`src/rtl/wb_arbiter_2m.sv`:
```
// wb_arbiter_2m: two-master round-robin Wishbone arbiter, grant held per cyc; stall timeout via WB_ARB_TIMEOUT_EN
module wb_arbiter_2m #(
    parameter int ADDR_WIDTH     = 30,
    parameter int DATA_WIDTH     = 32,
    parameter int TIMEOUT_CYCLES = 1024
) (
    input  logic                    clk_sys,
    input  logic                    reset_n,
    input  logic [ADDR_WIDTH-1:0]   m0_addr,
    input  logic [DATA_WIDTH-1:0]   m0_data_write,
    input  logic [DATA_WIDTH/8-1:0] m0_sel,
    input  logic                    m0_cyc,
    input  logic                    m0_stb,
    input  logic                    m0_we,
    input  logic [2:0]              m0_cti,
    input  logic [1:0]              m0_bte,
    output logic                    m0_ack,
    output logic                    m0_err,
    output logic [DATA_WIDTH-1:0]   m0_data_read,
    input  logic [ADDR_WIDTH-1:0]   m1_addr,
    input  logic [DATA_WIDTH-1:0]   m1_data_write,
    input  logic [DATA_WIDTH/8-1:0] m1_sel,
    input  logic                    m1_cyc,
    input  logic                    m1_stb,
    input  logic                    m1_we,
    input  logic [2:0]              m1_cti,
    input  logic [1:0]              m1_bte,
    output logic                    m1_ack,
    output logic                    m1_err,
    output logic [DATA_WIDTH-1:0]   m1_data_read,
    output logic [ADDR_WIDTH-1:0]   s_addr,
    output logic [DATA_WIDTH-1:0]   s_data_write,
    output logic [DATA_WIDTH/8-1:0] s_sel,
    output logic                    s_cyc,
    output logic                    s_stb,
    output logic                    s_we,
    output logic [2:0]              s_cti,
    output logic [1:0]              s_bte,
    input  logic                    s_ack,
    input  logic                    s_err,
    input  logic [DATA_WIDTH-1:0]   s_data_read,
    output logic [1:0]              grant,
    output logic                    timeout_flag
);
    if (TIMEOUT_CYCLES < 2 || TIMEOUT_CYCLES > 65535) begin : g_bad_timeout
        $error("TIMEOUT_CYCLES must be within 2..65535");
    end

    typedef enum logic [1:0] {
        IDLE  = 2'd0,
        GNT0  = 2'd1,
`ifdef WB_ARB_TIMEOUT_EN
        GNT1  = 2'd2,
        ABORT = 2'd3
`else
        GNT1  = 2'd2
`endif
    } state_e;

    state_e state_q, state_d;
    logic   last_q, last_d;
    logic   g0, g1, to_hit;

    assign g0           = (state_q == GNT0);
    assign g1           = (state_q == GNT1);
    assign grant        = {g1, g0};
    assign m0_data_read = s_data_read;
    assign m1_data_read = s_data_read;

`ifdef WB_ARB_TIMEOUT_EN
    logic [15:0] stall_q, stall_d;
    logic        flag_q, flag_d, stalled;

    // count consecutive stalled strobe cycles of the granted master; restart on any exit
    always_comb begin
        stalled = (g0 | g1) & s_cyc & s_stb & ~s_ack & ~s_err;
        to_hit  = stalled && (stall_q == 16'(TIMEOUT_CYCLES - 1));
        stall_d = (stalled && state_d == state_q) ? stall_q + 16'd1 : '0;
        flag_d  = flag_q | to_hit;
    end

    // stall counter and sticky abort flag
    always_ff @(posedge clk_sys or negedge reset_n) begin
        if (!reset_n) begin
            stall_q <= '0;
            flag_q  <= 1'b0;
        end else begin
            stall_q <= stall_d;
            flag_q  <= flag_d;
        end
    end

    assign timeout_flag = flag_q;
`else
    assign to_hit       = 1'b0;
    assign timeout_flag = 1'b0;
`endif

    // arbitration: ties go opposite last_q; a grant lasts until its cyc drops
    always_comb begin
        state_d = state_q;
        case (state_q)
            IDLE:    state_d = (m0_cyc && (!m1_cyc || last_q)) ? GNT0 : m1_cyc ? GNT1 : IDLE;
`ifdef WB_ARB_TIMEOUT_EN
            GNT0:    state_d = !m0_cyc ? IDLE : to_hit ? ABORT : GNT0;
            GNT1:    state_d = !m1_cyc ? IDLE : to_hit ? ABORT : GNT1;
            ABORT:   state_d = (last_q ? m1_cyc : m0_cyc) ? ABORT : IDLE;
`else
            GNT0:    state_d = m0_cyc ? GNT0 : IDLE;
            GNT1:    state_d = m1_cyc ? GNT1 : IDLE;
`endif
            default: state_d = IDLE;
        endcase
        last_d = (state_d == GNT0) ? 1'b0 : (state_d == GNT1) ? 1'b1 : last_q;
    end

    // state register; last_q starts at m1 so m0 wins the first tie
    always_ff @(posedge clk_sys or negedge reset_n) begin
        if (!reset_n) begin
            state_q <= IDLE;
            last_q  <= 1'b1;
        end else begin
            state_q <= state_d;
            last_q  <= last_d;
        end
    end

    // route the granted master to the slave; everything quiet when no grant
    always_comb begin
        s_addr       = g0 ? m0_addr       : g1 ? m1_addr       : '0;
        s_data_write = g0 ? m0_data_write : g1 ? m1_data_write : '0;
        s_sel        = g0 ? m0_sel        : g1 ? m1_sel        : '0;
        s_cyc        = g0 ? m0_cyc        : g1 ? m1_cyc        : 1'b0;
        s_stb        = g0 ? m0_stb        : g1 ? m1_stb        : 1'b0;
        s_we         = g0 ? m0_we         : g1 ? m1_we         : 1'b0;
        s_cti        = g0 ? m0_cti        : g1 ? m1_cti        : '0;
        s_bte        = g0 ? m0_bte        : g1 ? m1_bte        : '0;
        m0_ack       = g0 & s_ack;
        m1_ack       = g1 & s_ack;
        m0_err       = g0 & (s_err | to_hit);
        m1_err       = g1 & (s_err | to_hit);
    end
endmodule

```
`config.mk`:
```
export PLATFORM = sky130hd
export DESIGN_NAME = wb_arbiter_2m
export DESIGN_NICKNAME = d
export VERILOG_FILES = /design/src/rtl/wb_arbiter_2m.sv
export SDC_FILE = /design/constraint.sdc
export NUM_CORES = 1
export LEC_CHECK = 0
export ABC_AREA = 1
export BUFFER_PORTS_ARGS = -buffer_cell sky130_fd_sc_hd__clkbuf_2
export CORE_AREA = 2 2 127 129
export DETAILED_ROUTE_END_ITERATION = 12
export DIE_AREA = 0 0 129 131
export GPL_TIMING_DRIVEN = 0
export PLACE_DENSITY = 0.38
export SYNTH_ARGS = -nofsm -noshare
export SYNTH_HDL_FRONTEND = slang
export SYNTH_SLANG_ARGS = --single-unit
```
`constraint.sdc`:
```
create_clock -name clk_sys -period 1.7 [get_ports clk_sys]
set_input_delay 0.34 -clock clk_sys [delete_from_list [all_inputs] [get_ports clk_sys]]
set_output_delay 0.34 -clock clk_sys [all_outputs]
set_load 0.1 [all_outputs]
```
=== After elaboration in Yosys (flattened, before gate mapping) ===
Index checks and enable logic that the tools add are counted.

* Word-level logic and storage cells: 37
* Bits of input ports: 184
* Output and inout bits: 145
* Register bits after elaboration: 3

* Equal/unequal tests: 4
* Bitwise logic cells: 4
* Reduce and logical (&&, ||, !) cells: 5
* Multiplexer cells: 22

{| class="wikitable"
|+ Operators with widths
! operator !! count
|-
| 32-bit 2-to-1 mux || 2
|-
| 30-bit 2-to-1 mux || 2
|-
| 1-bit 2-to-1 mux || 9
|-
| 2-bit 2-to-1 mux || 4
|-
| 4-bit 2-to-1 mux || 2
|-
| 3-bit 2-to-1 mux || 2
|-
| 2-bit one-hot mux with 3 select lines || 1
|-
| 1-bit AND || 4
|-
| 2-bit by 1-bit == test with 1-bit output (second input constant) || 2
|-
| 2-bit == test (second input constant) || 2
|-
| 2-bit logical NOT || 1
|-
| 2-bit nonzero test || 1
|-
| 1-bit logical AND || 1
|-
| 1-bit logical NOT || 1
|-
| 1-bit logical OR || 1
|}

=== Logic depth before layout (Yosys ltp) ===
* Word-level depth: 8
* Depth in mapped cells: 8
* Depth with buffers taken out: 7

=== Worst setup path after synthesis ===
OpenSTA, ideal clock, no wires.

* Path type: register -> output
* From: register state_q[0]
* To: output m1_ack
* Path buffers: 1
* Setup slack: -655 ps
* Cell stages (with the launch flop): 5
* Required time: 1360 ps
* Arrival: 2015 ps
* Cells stage by stage: dfrtp_1 > nor2_2 > buf_4 > inv_1 > nor2_1

* Cells in the longest elaborated chain, start to end: 2

{| class="wikitable"
|+ RTL lines
! what !! RTL line !! RTL
|-
| start: declaration || 60 || <nowiki>state_e state_q, state_d;</nowiki>
|-
| start signal: assignment || 123 || <nowiki>state_q <= state_d;</nowiki>
|-
| 2-bit == test || 65 || <nowiki>assign g1 = (state_q == GNT1);</nowiki>
|-
| 1-bit AND || 139 || <nowiki>m1_ack = g1 & s_ack;</nowiki>
|-
| end: declaration || 28 || <nowiki>output logic m1_ack,</nowiki>
|}

No other way between the ends.

=== Final worst setup path ===
* From: register state_q[1]
* To: output s_data_write[4]

* Cells in the longest elaborated chain, start to end: 3
* Elaborated cells between the ends (all ways): 4
* Those cells by class: eq/ne (2); mux (2)

{| class="wikitable"
|+ RTL lines
! what !! RTL line !! RTL
|-
| 2-bit == test || 65 ||
|-
| 32-bit 2-to-1 mux || 131 || <nowiki>s_data_write = g0 ? m0_data_write : g1 ? m1_data_write : '0;</nowiki>
|-
| 32-bit 2-to-1 mux * || 131 ||
|-
| end: declaration || 32 || <nowiki>output logic [DATA_WIDTH-1:0] s_data_write,</nowiki>
|}

Every way passes the cells marked *; elsewhere a longest branch is shown, timed or not.

==> metrics <==
Non-Filler Instances=871; vias after detailed routing=3022; Mapped Cells=336; post-synthesis net count=521; Detailed Place HPWL=7820 µm; CTS Buf Count=3; leading cell type in the layout, fill and taps excluded=clkbuf_2; clk buf depth=2; largest net degree at the start of global routing=11; Area growth, synth to finish=253.4%; clk_lat worst skew=220 ps; FP Rows=46; DRC Markers=0; diode count=0; GPL Wtd Cong=0.7338; reg2reg setup slack=210 ps; DRT iter0 DRCs=42; TritonCTS clock tree=built; final count of pins violating max slew=0; startpoint types=flop; Worst Hold Class=in2reg; worst setup slack after layout=-193.7 ps; Peak VDD IR=1190 µV; clock skew=0.2885 ps; H-Tree Depth=1; max cap viols=0; CTS clk-pin slew, worst paths=30 ps; Hold Violations, Final=0; largest cells by area after synthesis=nand2_1, buf_4, dfrtp_1; Power Density=2343 mW/mm²; DIE AREA=0.01690 mm²; Root Buffer Master=clkbuf_16; first-pass GRT wire length=13730 µm; Synth Cell Area=0.001642 mm²; RSZ-0062 raised after global routing=true; first-pass detailed-route iteration total=4; Worst-Margin Slew=557.7 ps; violations in the final reports=setup timing; critical path endpoint category=primary output; Fmax achieved=0.5281 GHz; wire per inst=11.62 µm; Arr. time, crit path=1550 ps; CP Data Required Time=1360 ps; post-synth top area share=0.5213; Syn Area/Cell=4.886 µm²; max_slew headroom=0.6298; core area=0.01560 mm²; Placed Instance Area=0.003583 mm²; Hold Slack=398.2 ps; min Tclk post-route=1894 ps; YS warnings=0; Die Width=129 µm; Seq/Total Area, Yosys=0.04649; Initial Utilization=0.1052; #FFs+latches synth=3; Final Net Count=841; vias in the first global route=2828; endpoints failing setup=80; io pins=329; Crit Path Max Fanout=5; CP Class=reg2out; Final Cycle Share=1.114; Die Ht=131 µm; Total GRT Usage=0.1025; Num Clock Sinks=3; status=complete, but fails checks; DRT Wirelength=10120 µm; synth unique cells=14; GRT overflow=0; via/cell ratio=3.470; placed cell count=847; Final Util=0.3719; Port Buffers=295; antenna violations before repair=0; post-synth top area cell=nand2_1; layout cells sized above 1=0.7786; most frequent cells in the layout=clkbuf_2, nand2_1, nand2_2; final instance area=0.005801 mm²; P_leak=0.003172 µW; DRT antenna net count=0
==> critical path: stages (launching register included) <==
cell and delay [ps]:
dfrtp_1 410, inv_2 70, nor2_4 120, buf_8 140, buf_12 130, clkbuf_16 160, nand2_4 50, nand2_4 50
clkbuf_16 190
==> metrics by stage <==
step | worst slack, ps | total power [µW] | TNS, ps
floorplan | -195.3 | 7785 | -754.7
global placement | -402.6 | 9126 | -22240
detailed placement | -371.2 | 9081 | -18850
CTS | -210.5 | 13250 | -12430
global route | -282.2 | 14050 | -18140
finish | -193.7 | 13590 | -10360
==> final timing paths <==
kind                                      start                    to  cells past startpoint
hold reg to reg              last_q$_DFFE_PN1P_    last_q$_DFFE_PN1P_                      2
setup / recovery           state_q[1]$_DFF_PN0_       s_data_write[4]                      8
hold / removal                           m1_cyc  state_q[1]$_DFF_PN0_                      3
min in group asynchronous               reset_n  state_q[1]$_DFF_PN0_                      2
setup reg to reg           state_q[0]$_DFF_PN0_    last_q$_DFFE_PN1P_                      7
max in group asynchronous               reset_n    last_q$_DFFE_PN1P_                      2
==> cells by family after synthesis <==
group	count (synthesis)	share of synthesized area
and+or+nand+nor	238	0.5488
AOI/OAI and AO/OA	2	0.006092
other	1	0.002284
buffers and inverters	91	0.3887
adders and majority gates	1	0.007621
DFF	3	0.04650
==> routing by layer <==
layer | up-vias | track usage | part of all wire
met3 | 4 | 0.01873 | 0.079
met4 | 0 | 0.01471 | 0.0042
met1 | 1295 | 0.1021 | 0.33
met2 | 157 | 0.2207 | 0.59
met5 | - | 0 | 0
li1 | 1566 | - | -
==> registers in the layout (all words and copies together) (netlist names) <==
signal	cells
last_q	1
state_q	2
==> where the power goes <==
part	internal, µW	switching [µW]
Clock	309	62.1
Combinational	4830	8230
Sequential	117	38.3
==> synthesized netlist by cell type <==
cell	instances
conb_1	1
dfrtp_1	2
buf_2	6
dfstp_2	1
nand3_1	2
buf_4	77
inv_1	6
nor2_2	2
a21oi_1	1
inv_2	2
ha_1	1
nand2_1	228
nor2_1	6
o21ai_0	1
==> area by class of cell <==
cell class / instances / area, µm²
fillers: 1596 / 9797
repair buffers: 315 / 3348
multi-input cells: 242 / 1272
plain buffers: 83 / 718.2
well taps: 216 / 270.3
clock buffers: 4 / 78.83
flip-flops and latches: 3 / 77.57
inverters: 8 / 35.03
==> what timing repair did <==
item | CTS | global route
hold buffers | 1 | 0
gates cloned | 4 | 2
buffers inserted | 10 | 5
endpoints found under the setup margin | 80 | 80
hold endpoints to repair | 2 | 0
gates resized for setup | 282 | 50
pin swaps | 11 | 31
Power figures use the tool's default switching activity.
